<file path="src/rtl/fill_sequencer_pkg.sv">
// Shared constants and state encoding for the pill-bottle fill sequencer.
package fill_sequencer_pkg;

    localparam int unsigned CNT_W_DEF       = 14;
    localparam int unsigned TIMEOUT_CYC_DEF = 50_000_000;
    localparam int unsigned STATE_W         = 3;

    typedef enum logic [STATE_W-1:0] {
        ST_IDLE     = 3'd0,
        ST_WAIT_BOT = 3'd1,
        ST_FILL     = 3'd2,
        ST_ADVANCE  = 3'd3,
        ST_PAUSED   = 3'd4,
        ST_DONE     = 3'd5,
        ST_FAULT    = 3'd6
    } state_t;

endpackage

</file>
<file path="src/rtl/jam_watchdog.sv">
// Jam watchdog: counts run cycles since the last kick; expires after TIMEOUT_CYC of them.
module jam_watchdog
    import fill_sequencer_pkg::*;
#(
    parameter int unsigned TIMEOUT_CYC = TIMEOUT_CYC_DEF
) (
    input  logic sys_clk,
    input  logic sys_rst,
    input  logic run,
    input  logic kick,
    output logic expired
);

    localparam int unsigned        WD_W  = $clog2(TIMEOUT_CYC + 1);
    localparam logic [WD_W-1:0]    LIMIT = WD_W'(TIMEOUT_CYC - 1);

    logic [WD_W-1:0] r_cnt;
    logic            w_at_limit;

    assign w_at_limit = (r_cnt == LIMIT);

    // Holds (rather than clears) while not running, so a pause does not reset the jam timer.
    always_ff @(posedge sys_clk) begin
        if (sys_rst) begin
            r_cnt <= '0;
        end else if (kick) begin
            r_cnt <= '0;
        end else if (run && !w_at_limit) begin
            r_cnt <= r_cnt + WD_W'(1);
        end
    end

    assign expired = run && w_at_limit;

endmodule

</file>
<file path="src/rtl/fill_sequencer.sv">
// Batch fill sequencer: dispenses cfg_pills into each of cfg_bottles bottles,
// with pause support and a jam watchdog that forces a fault on a stalled dispenser.
module fill_sequencer
    import fill_sequencer_pkg::*;
#(
    parameter int unsigned TIMEOUT_CYC = TIMEOUT_CYC_DEF,
    parameter int unsigned CNT_W       = CNT_W_DEF
) (
    input  logic               sys_clk,
    input  logic               sys_rst,
    input  logic               start,
    input  logic               ack,
    input  logic               pause,
    input  logic [CNT_W-1:0]   cfg_bottles,
    input  logic [CNT_W-1:0]   cfg_pills,
    input  logic               bottle_ready,
    input  logic               pill_tick,
    output logic               drop_en,
    output logic               bottle_adv,
    output logic [CNT_W-1:0]   now_pills,
    output logic [CNT_W-1:0]   bottles_done,
    output logic               busy,
    output logic               finish,
    output logic               stop,
    output logic [STATE_W-1:0] state
);

    state_t           r_state;
    state_t           w_next;
    state_t           r_ret;
    logic [CNT_W-1:0] r_cfg_bottles;
    logic [CNT_W-1:0] r_cfg_pills;
    logic [CNT_W-1:0] r_now_pills;
    logic [CNT_W-1:0] r_bottles_done;
    logic [CNT_W-1:0] w_pills_inc;
    logic [CNT_W-1:0] w_bottles_inc;
    logic             w_idle_like;
    logic             w_tick_fill;
    logic             w_target;
    logic             w_wd_run;
    logic             w_wd_kick;
    logic             w_wd_expired;

    assign w_idle_like   = (r_state == ST_IDLE) || (r_state == ST_DONE);
    assign w_tick_fill   = (r_state == ST_FILL) && pill_tick;
    assign w_pills_inc   = CNT_W'(r_now_pills + CNT_W'(1));
    assign w_bottles_inc = CNT_W'(r_bottles_done + CNT_W'(1));
    assign w_target      = w_tick_fill && (w_pills_inc == r_cfg_pills);

    // Reload on every counted pill and on fresh FILL entry, but not on return from PAUSED.
    assign w_wd_run  = (r_state == ST_FILL);
    assign w_wd_kick = w_tick_fill || ((r_state == ST_WAIT_BOT) && (w_next == ST_FILL));

    jam_watchdog #(
        .TIMEOUT_CYC (TIMEOUT_CYC)
    ) u_jam_watchdog (
        .sys_clk (sys_clk),
        .sys_rst (sys_rst),
        .run     (w_wd_run),
        .kick    (w_wd_kick),
        .expired (w_wd_expired)
    );

    always_ff @(posedge sys_clk) begin
        if (sys_rst) begin
            r_state <= ST_IDLE;
            r_ret   <= ST_IDLE;
        end else begin
            r_state <= w_next;
            if ((w_next == ST_PAUSED) && (r_state != ST_PAUSED)) begin
                r_ret <= r_state;
            end
        end
    end

    // In FILL: target tick beats jam expiry, which beats pause.
    always_comb begin
        w_next = r_state;
        case (r_state)
            ST_IDLE, ST_DONE: begin
                if (start) begin
                    w_next = ((cfg_bottles == '0) || (cfg_pills == '0)) ? ST_FAULT : ST_WAIT_BOT;
                end
            end
            ST_WAIT_BOT: begin
                if (pause) begin
                    w_next = ST_PAUSED;
                end else if (bottle_ready) begin
                    w_next = ST_FILL;
                end
            end
            ST_FILL: begin
                if (w_target) begin
                    w_next = ST_ADVANCE;
                end else if (w_wd_expired && !pill_tick) begin
                    w_next = ST_FAULT;
                end else if (pause) begin
                    w_next = ST_PAUSED;
                end
            end
            ST_ADVANCE: begin
                w_next = (w_bottles_inc == r_cfg_bottles) ? ST_DONE : ST_WAIT_BOT;
            end
            ST_PAUSED: begin
                if (!pause) begin
                    w_next = r_ret;
                end
            end
            ST_FAULT: begin
                if (ack) begin
                    w_next = ST_IDLE;
                end
            end
            default: begin
                w_next = ST_IDLE;
            end
        endcase
    end

    // Config latch and pill/bottle counters; bounded by the latched config so they never wrap.
    always_ff @(posedge sys_clk) begin
        if (sys_rst) begin
            r_cfg_bottles  <= '0;
            r_cfg_pills    <= '0;
            r_now_pills    <= '0;
            r_bottles_done <= '0;
        end else if (w_idle_like && start) begin
            r_cfg_bottles  <= cfg_bottles;
            r_cfg_pills    <= cfg_pills;
            r_now_pills    <= '0;
            r_bottles_done <= '0;
        end else if (w_tick_fill) begin
            r_now_pills <= w_pills_inc;
        end else if (r_state == ST_ADVANCE) begin
            r_now_pills    <= '0;
            r_bottles_done <= w_bottles_inc;
        end
    end

    assign drop_en      = (r_state == ST_FILL);
    assign bottle_adv   = (r_state == ST_ADVANCE);
    assign busy         = (r_state == ST_WAIT_BOT) || (r_state == ST_FILL) ||
                          (r_state == ST_ADVANCE)  || (r_state == ST_PAUSED);
    assign finish       = (r_state == ST_DONE);
    assign stop         = (r_state == ST_FAULT);
    assign state        = r_state;
    assign now_pills    = r_now_pills;
    assign bottles_done = r_bottles_done;

endmodule

</file>
<file path="config.mk">
export PLATFORM = sky130hd
export DESIGN_NAME = fill_sequencer
export DESIGN_NICKNAME = d
export VERILOG_FILES = /design/src/rtl/fill_sequencer_pkg.sv /design/src/rtl/jam_watchdog.sv /design/src/rtl/fill_sequencer.sv
export SDC_FILE = /design/constraint.sdc
export NUM_CORES = 1
export LEC_CHECK = 0
export ABC_AREA = 1
export CORE_MARGIN = 4
export CORE_UTILIZATION = 55
export CTS_CLUSTER_SIZE = 12
export DETAILED_ROUTE_END_ITERATION = 16
export PLACE_DENSITY_LB_ADDON = 0.25
export SYNTH_ARGS = -nofsm -noshare
export SYNTH_HDL_FRONTEND = slang
export SYNTH_SLANG_ARGS = --single-unit
</file>
<file path="constraint.sdc">
create_clock -name sys_clk -period 2.45 [get_ports sys_clk]
set_input_delay 0.6125 -clock sys_clk [delete_from_list [all_inputs] [get_ports sys_clk]]
set_output_delay 0.6125 -clock sys_clk [all_outputs]
set_load 0.01 [all_outputs]
</file>
### Word level (Yosys, flattened, before mapping)

Cells that the tools add are included.

| storage, ports and cells | value |
|---|---|
| register bits after elaboration | 88 |
| input port bits | 35 |
| output and inout bits | 36 |
| logic and storage cells | 60 |

| cells by class | value |
|---|---|
| add/sub/neg operators | 3 |
| eq/ne operators | 12 |
| muxes and demuxes | 13 |
| bitwise gates (word level) | 1 |
| reductions and logical operators | 24 |

Operator list:

| operator | number |
|---|---|
| $mux W3 | 10 |
| $add A14 B1 Y14 const B | 2 |
| $eq A14 B14 Y1 | 2 |
| $logic_not A14 Y1 | 2 |
| $mux W14 | 2 |
| $add A26 B1 Y26 const B | 1 |
| $eq A26 B26 Y1 const B | 1 |
| $pmux W3 S6 | 1 |
| $eq A3 B3 Y1 const B | 4 |
| $eq A3 B2 Y1 const B | 3 |
| $logic_and A1 B1 Y1 | 8 |
| $logic_or A1 B1 Y1 | 6 |
| $reduce_or A2 Y1 | 3 |
| $eq A3 B1 Y1 const B | 1 |
| $logic_not A3 Y1 | 1 |
| $ne A3 B3 Y1 const B | 1 |
| $logic_not A1 Y1 | 2 |
| $reduce_and A2 Y1 | 1 |
| $reduce_bool A2 Y1 | 1 |
| $not A1 Y1 | 1 |

### Depth between registers and ports, before layout

Gate-level depths: netlist (run 1).

| logic depth | value |
|---|---|
| depth after elaboration | 10 |
| mapped depth | 20 |

### By module

From an unflattened synthesis (run 1), not the netlist that was laid out.

| unflattened totals | value |
|---|---|
| cells, all modules | 815 |
| area, all modules | 5146.2 um2 |

Modules (own cells, without submodules):

| module | times used | cells each | area an instance (um2) | sequential area each (um2) |
|---|---|---|---|---|
| fill_sequencer | 1 | 584 | 3653.5 | 1241.2 |
| jam_watchdog | 1 | 231 | 1492.7 | 520.5 |

### Worst setup path before layout (run 1)

Ideal clock, no wire load.

| path | value |
|---|---|
| kind | reg-to-output |
| start | reg r_state[1] (netlist: state[1]) |
| end | out bottle_adv |
| arrival | 1400 ps |
| data required time | 1837 ps |
| path slack | 438 ps |
| stages on the path, launching flop included | 5 |
| cell sequence | dfxtp_1 > inv_1 > nor2_2 > clkbuf_1 > clkbuf_1 |

| on the way | value |
|---|---|
| word-level cells in the longest chain between the ends | 1 |

Ends and longest elaborated chain:

| element | line | source |
|---|---|---|
| start, declared | fill_sequencer.sv:28 | `state_t r_state;` |
| start signal, assigned | fill_sequencer.sv:69 | `r_state <= w_next;` |
| $eq A3 B2 Y1 | fill_sequencer.sv:141 | `assign bottle_adv = (r_state == ST_ADVANCE);` |
| end, declared | fill_sequencer.sv:19 | `output logic bottle_adv,` |

Every way passes these cells.

### Final worst setup path (run 1)

| path | value |
|---|---|
| start | reg r_state[0] (netlist: state[0]) |
| end | out bottle_adv |

Same word-level chain as after synthesis.

==> results of run 1 <==
-- metal layers --
layer | up-vias | GRT usage [%] | share of wire, %
met1 | 2550 | 34.80 | 42
li1 | 2767 | - | -
met2 | 296 | 43.31 | 46
met3 | 38 | 7.076 | 9.3
met5 | - | 0 | 0
met4 | 0 | 9.212 | 2.2
-- state kept, by name, indices dropped and copies added, names as in the netlist --
| signal | flops |
|---|---|
| r_cfg_bottles | 14 |
| now_pills | 14 |
| u_jam_watchdog.r_cnt | 26 |
| bottles_done | 14 |
| r_cfg_pills | 14 |
| r_ret | 3 |
| state | 3 |
-- what timing repair did --
item / in CTS / in global routing
setup buffers: 1 / 0
endpoints found under the setup margin: 2 / 5
cloned: 0 / 0
hold buffers: 0 / 0
gates resized for setup: 4 / 10
-- logic make-up after synthesis --
family / share of synthesized area [%]
AO/OA/AOI/OAI: 13.25
flip-flops: 34.62
adder cells (fa/ha/maj): 0.7377
buffers and inverters: 8.729
XOR/XNOR: 1.648
AND/OR/NAND/NOR: 41.01
-- final timing paths --
kind                                                       to  cells after the start                           from
worst min register to register  r_cfg_bottles[5]$_SDFFE_PP0P_                      2  r_cfg_bottles[5]$_SDFFE_PP0P_
worst max-delay path                               bottle_adv                      6            state[0]$_SDFF_PP0_
worst min-delay path            r_cfg_bottles[5]$_SDFFE_PP0P_                      2  r_cfg_bottles[5]$_SDFFE_PP0P_
worst max register to register          r_ret[0]$_SDFFE_PP0P_                     17            state[0]$_SDFF_PP0_
-- power breakdown --
part | internal [W] | switching, W
combinational | 0.000199 | 0.000294
clock | 0.000784 | 0.000536
sequential | 0.00150 | 0.0000497
total | 0.00249 | 0.000880
-- worst reg2reg max path: cells and delay by family, from the launching register on --
kind,cells,cell delay [ns]
buffers and inverters,4,0.45
AND/OR/NAND/NOR,13,1.33
flip-flops,1,0.42
-- layout by cell type, fill, tap and decap left out, types with 3 or more instances in the layout --
cell type,count
a21oi_1,62
buf_4,15
bufinv_16,4
clkbuf_8,9
clkdlybuf4s50_1,69
dfxtp_1,83
dfxtp_2,5
ha_1,3
inv_1,91
inv_2,6
nand2_1,199
nand2_2,7
nand3_1,56
nand3b_1,11
nand4_1,19
nor2_1,111
nor2_2,5
nor2_4,5
nor3_1,19
nor3b_1,5
nor3b_2,3
nor4_1,7
o211ai_1,3
o21ai_0,51
o21bai_1,3
xor2_1,3
-- synthesized netlist by cell type, types with 4 or more instances --
library cell    n  area share (%)
nand3_1        56             5.5
nor3b_1         5            0.74
nor3_1         20             2.0
nor2_4          4            0.89
nor4_1          7            0.86
nand2_1       199              15
a21oi_1        62             6.1
nand3b_1       11             1.6
clkbuf_1       14             1.0
nor2_2          5            0.61
dfxtp_1        88              35
nand4_1        19             2.3
buf_2           4            0.39
o21ai_0        51             5.0
nand2_2         7            0.86
inv_1          94             6.9
nor2_1        112             8.3
-- metrics by stage --
stage	setup TNS, ns	setup slack (ns)	hold slack (ns)
after global placement	-0.3311	-0.1167	0.4568
after detailed placement	-0.4433	-0.1599	0.4631
after CTS	0	0.04664	0.4744
final	0	0.04867	0.4720
after global routing	-0.03498	-0.03279	0.4949
after floorplan	0	0.4378	0.4407
-- layout make-up --
cell class              instances  area [um^2]
clock buffers                  11        131.4
clock inverters                 5        128.9
fillers                       773         2584
inverters                      99        371.6
multi-input cells             594         2895
flip-flops and latches         88         1768
well taps                     108        135.1
repair buffers                 87        834.6
==> summary.md, run 1 <==
| Metric | Value |
|---|---|
| Run status | completed |
| Syn-to-layout area delta | 23.11% |
| Final net count | 917 |
| Row count | 34 |
| GRT Total Usage | approximately 27% |
| Initial antenna violation count | 0 |
| Crit-path max FO | 6 |
| Largest net degree at the start of global routing | 32 |
| Final min period | 2.401 ns |
| Max Fclk | between 0.4 and 0.5 GHz |
| Worst-path clk slew | ~0.080 ns |
| Pwr/cell area | about 540 nW/um^2 |
| Die width | 104.2 um |
| Unrepaired setup endpoints after global routing | yes |
| Post-synthesis async set-or-reset flop share | 0% |
| Syn nets | 837 |
| Global route overflow | 0 |
| Synth cell types | a little over 40 |
| Worst stage delay on the critical path | ~0.53 ns |
| Clock skew | ~0.009 ns |
| Flop2flop setup slack | 0.17 ns |
| Slowest CP cell | clkdlybuf4s50_1 |
| Die Ht | 104.2 um |
| Critical Path End Type | output port |
| CP Cell Sequence | inv_2 > nor2_1 > inv_1 > nor2_2 > buf_6 > clkdlybuf4s50_1 |
| Ant. Diodes | 0 |
| First-pass GRT wire length | around 24000 um |
| H-tree depth | 3 |
| Syn Inst Count | 799 |
| Core box area | 8848 um^2 |
| Max-cap violations | 0 |
| Max Root-Sink Buffers | 2 |
| CP Buf/Inv Count | 4 |
| Fin util | just over 70% |
| Iter 0 DRT Violations | 388 |
| Worst setup SP type | flop |
| Layout cells sized above 1 | under 10% |
| Clk_lat worst skew | 0.36 ns |
| Hpwl dp | 11030 um |
| Mapped Area | 5089 um^2 |
| Worst slew margin | 31.48% |
| Mapped Avg Cell Area | approximately 6.4 um^2 |
| Fin area | 6265 um^2 |
| Post-Place Cells | roughly 980 |
| I/O Pins | 71 |
| Clock Root Buffer | clkbuf_8 |
| Warnings from Yosys | 0 |
| Peak supply drop | 0.2897 mV |
| Crit Path Class | flop to output port |
| Final Non-Filler Cells | just under 1000 |
| Post-route DRC | 0 |
| Post-synth EDFFs | 0 |
| CP top delay family | buffers and inverters |
| Period Utilization, post-route | 98.01% |
| Final hold vios | 0 |
| WL final | 14720 um |
| Num CTS Buffers | 9 |
| CTS Sinks | 88 |
| Pleak | about 2.3 nW |
| Count of TritonRoute iterations in the first routing pass | 6 |
| Worst Tran Pin Value | 1.024 ns |
| Hold crit path type | flop to flop |
| Sequential area share after synthesis | around a third |
| Fin. max-slew vios | 0 |
| DP Area | 5972 um^2 |
| Final GP Congestion | between 0.9 and 1 |
| Starting density of the core | roughly 58% |
| Setup-failing EPs final | 0 |
| Flops & latches, synth | 88 |
| Port bufs | 70 |
| Req. time, crit path | 1.84 ns |
| Die area | 10850 um^2 |
| DRT antenna net count | 0 |
| Vias in the first global route | 5324 |
| Via count | 5651 |
| Ys flop type | dfxtp_1 |
| Avg WL per Cell | 14.84 um |
| Routed vias/inst | 5.697 |
| CTS tree | yes |
| Power Total | between 0.003 and 0.004 W |
| WP data arrival | roughly 1.8 ns |
(Power assumes the default switching activity.)
==> run 2, diff against run 1 <==
Settings changed: ABC_AREA 1 to not set.
==> summary.md, run 2 <==
| Metric | Value |
|---|---|
| Final min period | 2.466 ns (was 2.401 ns) |
| Port bufs | 70 (unchanged) |
| Warnings from Yosys | 0 (unchanged) |
| Clk_lat worst skew | 0.35 ns (was 0.36 ns) |
| Synth cell types | 63 (was 41) |
| R2R depth | 9 (was 17) |
| Initial antenna violation count | 0 (unchanged) |
| Crit-path max FO | 4 (was 6) |
| Post-synthesis adder-cell area fraction | 0.7884% (was 0.7376%) |
| Period Utilization, post-route | 100.6% (was 98.01%) |
| Ant. Diodes | 0 (unchanged) |
| GRT Total Usage | 26.69% (was 26.85%) |
| Hold crit path type | flop to flop (unchanged) |
| Failing checks | negative setup slack |
| Post-CTS Hold Buffers | 0 (unchanged) |
| Worst setup SP type | flop (unchanged) |
| Post-synth EDFFs | 0 (unchanged) |
| Ys flop type | dfxtp_1 (unchanged) |
| Pleak | 2.323 nW (was 2.328 nW) |
| Mux cell area share after synthesis | 0.8673% (was 0%) |
| Compound-cell area share of the yosys netlist | 15.37% (was 13.25%) |
| Unrepaired setup endpoints after global routing | yes (unchanged) |
| WP data arrival | 2.70 ns (was 1.79 ns) |
| Met1 global-route usage | 33.06% (was 34.80%) |
| Worst-path clk slew | 0.09 ns (was 0.08 ns) |
| WL final | 13250 um (was 14720 um) |
| Max-cap violations | 0 (unchanged) |
| Peak supply drop | 0.3608 mV (was 0.2897 mV) |
| Max Root-Sink Buffers | 2 (unchanged) |
| Worst slew margin | 53.30% (was 31.48%) |
| Cell taking the most area after synthesis | dfxtp_1 (unchanged) |
| CTS tree | yes (unchanged) |
| Largest net degree at the start of global routing | 34 (was 32) |
| CTS Sinks | 88 (unchanged) |
| Fin area | 6276 um^2 (was 6265 um^2) |
| Setup ws final | -0.01589 ns (was 0.04867 ns) |
| Post-synthesis async set-or-reset flop share | 0% (unchanged) |
| Synth top cells by count | nand2_1, dfxtp_1, nor2_1, a21oi_1, xor2_1 (was nand2_1, nor2_1, inv_1, dfxtp_1, a21oi_1) |
| Hpwl dp | 9990 um (was 11030 um) |
| Critical Path End Type | flop (was output port) |
| Sequential area share after synthesis | 37.00% (was 34.62%) |
| Syn-to-layout area delta | 31.83% (was 23.11%) |
| Die area | 10210 um^2 (was 10850 um^2) |
| Worst Tran Pin Value | 0.6828 ns (was 1.024 ns) |
| Number of flip-flops in the largest register | 26 (unchanged) |
| DRT antenna net count | 0 (unchanged) |
| Num CTS Buffers | 9 (unchanged) |
| Avg WL per Cell | 15.55 um (was 14.84 um) |
| Iter 0 DRT Violations | 267 (was 388) |
| Final net count | 781 (was 917) |
| Setup-failing EPs final | 1 (was 0) |
| Synth top area share | 37.00% (was 34.62%) |
| Largest family of logic cells by synthesized area | simple AND/OR/NAND/NOR gates (unchanged) |
| Die Ht | 101.0 um (was 104.2 um) |
| Met3 GRT Util | 3.183% (was 7.076%) |
| H-tree depth | 3 (unchanged) |
| Via count | 4972 (was 5651) |
| Count of TritonRoute iterations in the first routing pass | 6 (unchanged) |
| Synth Area in XOR/XNOR | 11.77% (was 1.647%) |
| Mapped Avg Cell Area | 7.704 um^2 (was 6.369 um^2) |
| Row count | 33 (was 34) |
| Crit Path Class | flop to flop (was flop to output port) |
| Top cells by area, synth | dfxtp_1, nand2_1, xor2_1 (was dfxtp_1, nand2_1, nor2_1) |
| Syn Inst Count | 618 (was 799) |
| Final hold vios | 0 (unchanged) |
| Fin. max-slew vios | 0 (unchanged) |
| Cell with the most instances after synthesis | nand2_1 (unchanged) |
| Post-route DRC | 0 (unchanged) |
| Commonest non-fill, non-tap cell in the layout | nand2_1 (unchanged) |
| Req. time, crit path | 2.69 ns (was 1.84 ns) |
| Most frequent cells in the layout | nand2_1, dfxtp_1, buf_4, nor2_1, clkdlybuf4s50_1 (was nand2_1, nor2_1, inv_1, dfxtp_1, clkdlybuf4s50_1) |
| First-pass GRT wire length | 22350 um (was 24380 um) |
| Hold Crit Depth | 2 (unchanged) |
| Flops & latches, synth | 88 (unchanged) |
| Die width | 101.0 um (was 104.2 um) |
| Post-CTS setup buffer count | 0 (was 1) |
| Syn nets | 656 (was 837) |
| I/O Pins | 71 (unchanged) |
| Synth Area in Simple Gates | 31.04% (was 41.01%) |
| Biggest register | u_jam_watchdog.r_cnt (unchanged) |
| Mapped Area | 4761 um^2 (was 5089 um^2) |
| Final GP Congestion | 0.9280 (was 0.9291) |
| Global route overflow | 0 (unchanged) |
| Core box area | 8299 um^2 (was 8848 um^2) |
| Worst Hold Slack | 0.4787 ns (was 0.4720 ns) |
| Layout cells sized above 1 | 16.60% (was 8.258%) |
| Top Usage Layer GRT | met2 (unchanged) |
| Vias in the first global route | 4876 (was 5324) |
| Max Fclk | 0.4055 GHz (was 0.4164 GHz) |
| Met2 Resource Use GR | 47.90% (was 43.31%) |
| Clock skew | 0.01223 ns (was 0.009011 ns) |
| Pwr/cell area | 457.3 nW/um^2 (was 537.2 nW/um^2) |
| Routed vias/inst | 5.836 (was 5.697) |
| DP Area | 6051 um^2 (was 5972 um^2) |
| Run status | finished, violations left (was completed) |
| Starting density of the core | 57.36% (was 57.51%) |
| Clock Root Buffer | clkbuf_8 (unchanged) |
-- run 2: cell types whose count changed after synthesis, moves of 28 or more --
cell and delta:
nand2_1 -90, nand3_1 -36, xor2_1 +31, inv_1 -88
xnor2_1 +28, nor2_1 -41
-- run 2: worst max-delay path: stages (launching register included) --
cell and delay (ns):
dfxtp_1 0.38, ha_1 0.20, nand3_2 0.11, or3_1 0.44, a2111oi_0 0.57, a2111oi_2 0.06
nand4_1 0.24, buf_4 0.17, nor2b_1 0.12, nor2_1 0.05
-- run 2: kinds of logic (layout without fill, tap and decap cells) --
logic type	after synthesis	after routing
AO/OA/AOI/OAI	119	119
XOR/XNOR	64	64
adder cells (fa/ha/maj)	3	3
buffers and inverters	38	167
flip-flops	88	88
multiplexers	4	4
AND/OR/NAND/NOR	302	302
-- run 2: area by class of cell --
cell class,count,area [um^2]
multi-input cells,492,2912
clock buffers,10,127.6
repair buffers,145,1276
well taps,105,131.4
flip-flops and latches,88,1768
fillers,635,2023
clock inverters,5,35.03
inverters,7,26.28
-- run 2: final timing paths --
kind,from,to,slack (ns)
worst max-delay path,now_pills[0]$_SDFFE_PP0P_,state[1]$_SDFF_PP0_,-0.02
worst min-delay path,r_cfg_bottles[6]$_SDFFE_PP0P_,r_cfg_bottles[6]$_SDFFE_PP0P_,0.48
worst max register to register,now_pills[0]$_SDFFE_PP0P_,state[1]$_SDFF_PP0_,-0.02
worst min register to register,r_cfg_bottles[6]$_SDFFE_PP0P_,r_cfg_bottles[6]$_SDFFE_PP0P_,0.48
-- run 2: what timing repair did --
action / 4_1_cts / 5_1_grt
resized for setup: 9 / 13
endpoints found under the setup margin: 7 / 6
gates cloned: 0 / 0
pin swaps: 1 / 1
-- run 2: layer usage --
metal / wire (um) / share of wire, % / vias up
met5: 0 / 0 / -
met4: 242 / 1.8 / 0
met3: 739 / 5.6 / 30
met2: 6681 / 50 / 169
met1: 5585 / 42 / 2353
li1: - / - / 2420
-- run 2: where the power goes --
group          leakage, nW  internal [W]  switching [W]
logic                 1.53      0.000232       0.000225
registers            0.716       0.00148      0.0000511
clock network       0.0821      0.000364       0.000521
-- run 2: per-stage QoR --
stage / TNS [ns] / util, % / power (W) / instances / setup WS (ns)
3_3_place_gp: -0.6760 / 72.91 / 0.001979 / 837 / -0.1964
4_1_cts: 0 / 75.23 / 0.002859 / 852 / 0.001414
5_1_grt: -0.06983 / 75.62 / 0.002989 / 852 / -0.03091
3_5_place_dp: -1.347 / 72.91 / 0.001996 / 837 / -0.3554
6_report: -0.01589 / 75.62 / 0.002870 / 852 / -0.01589
2_1_floorplan: 0 / - / 0.001790 / 618 / 0.005013
==> run 3, diff against run 2 <==
Settings changed: ABC_AREA set to 1.
==> results of run 3 <==
Final layout, timing and power as in run 1 (identical DEF).
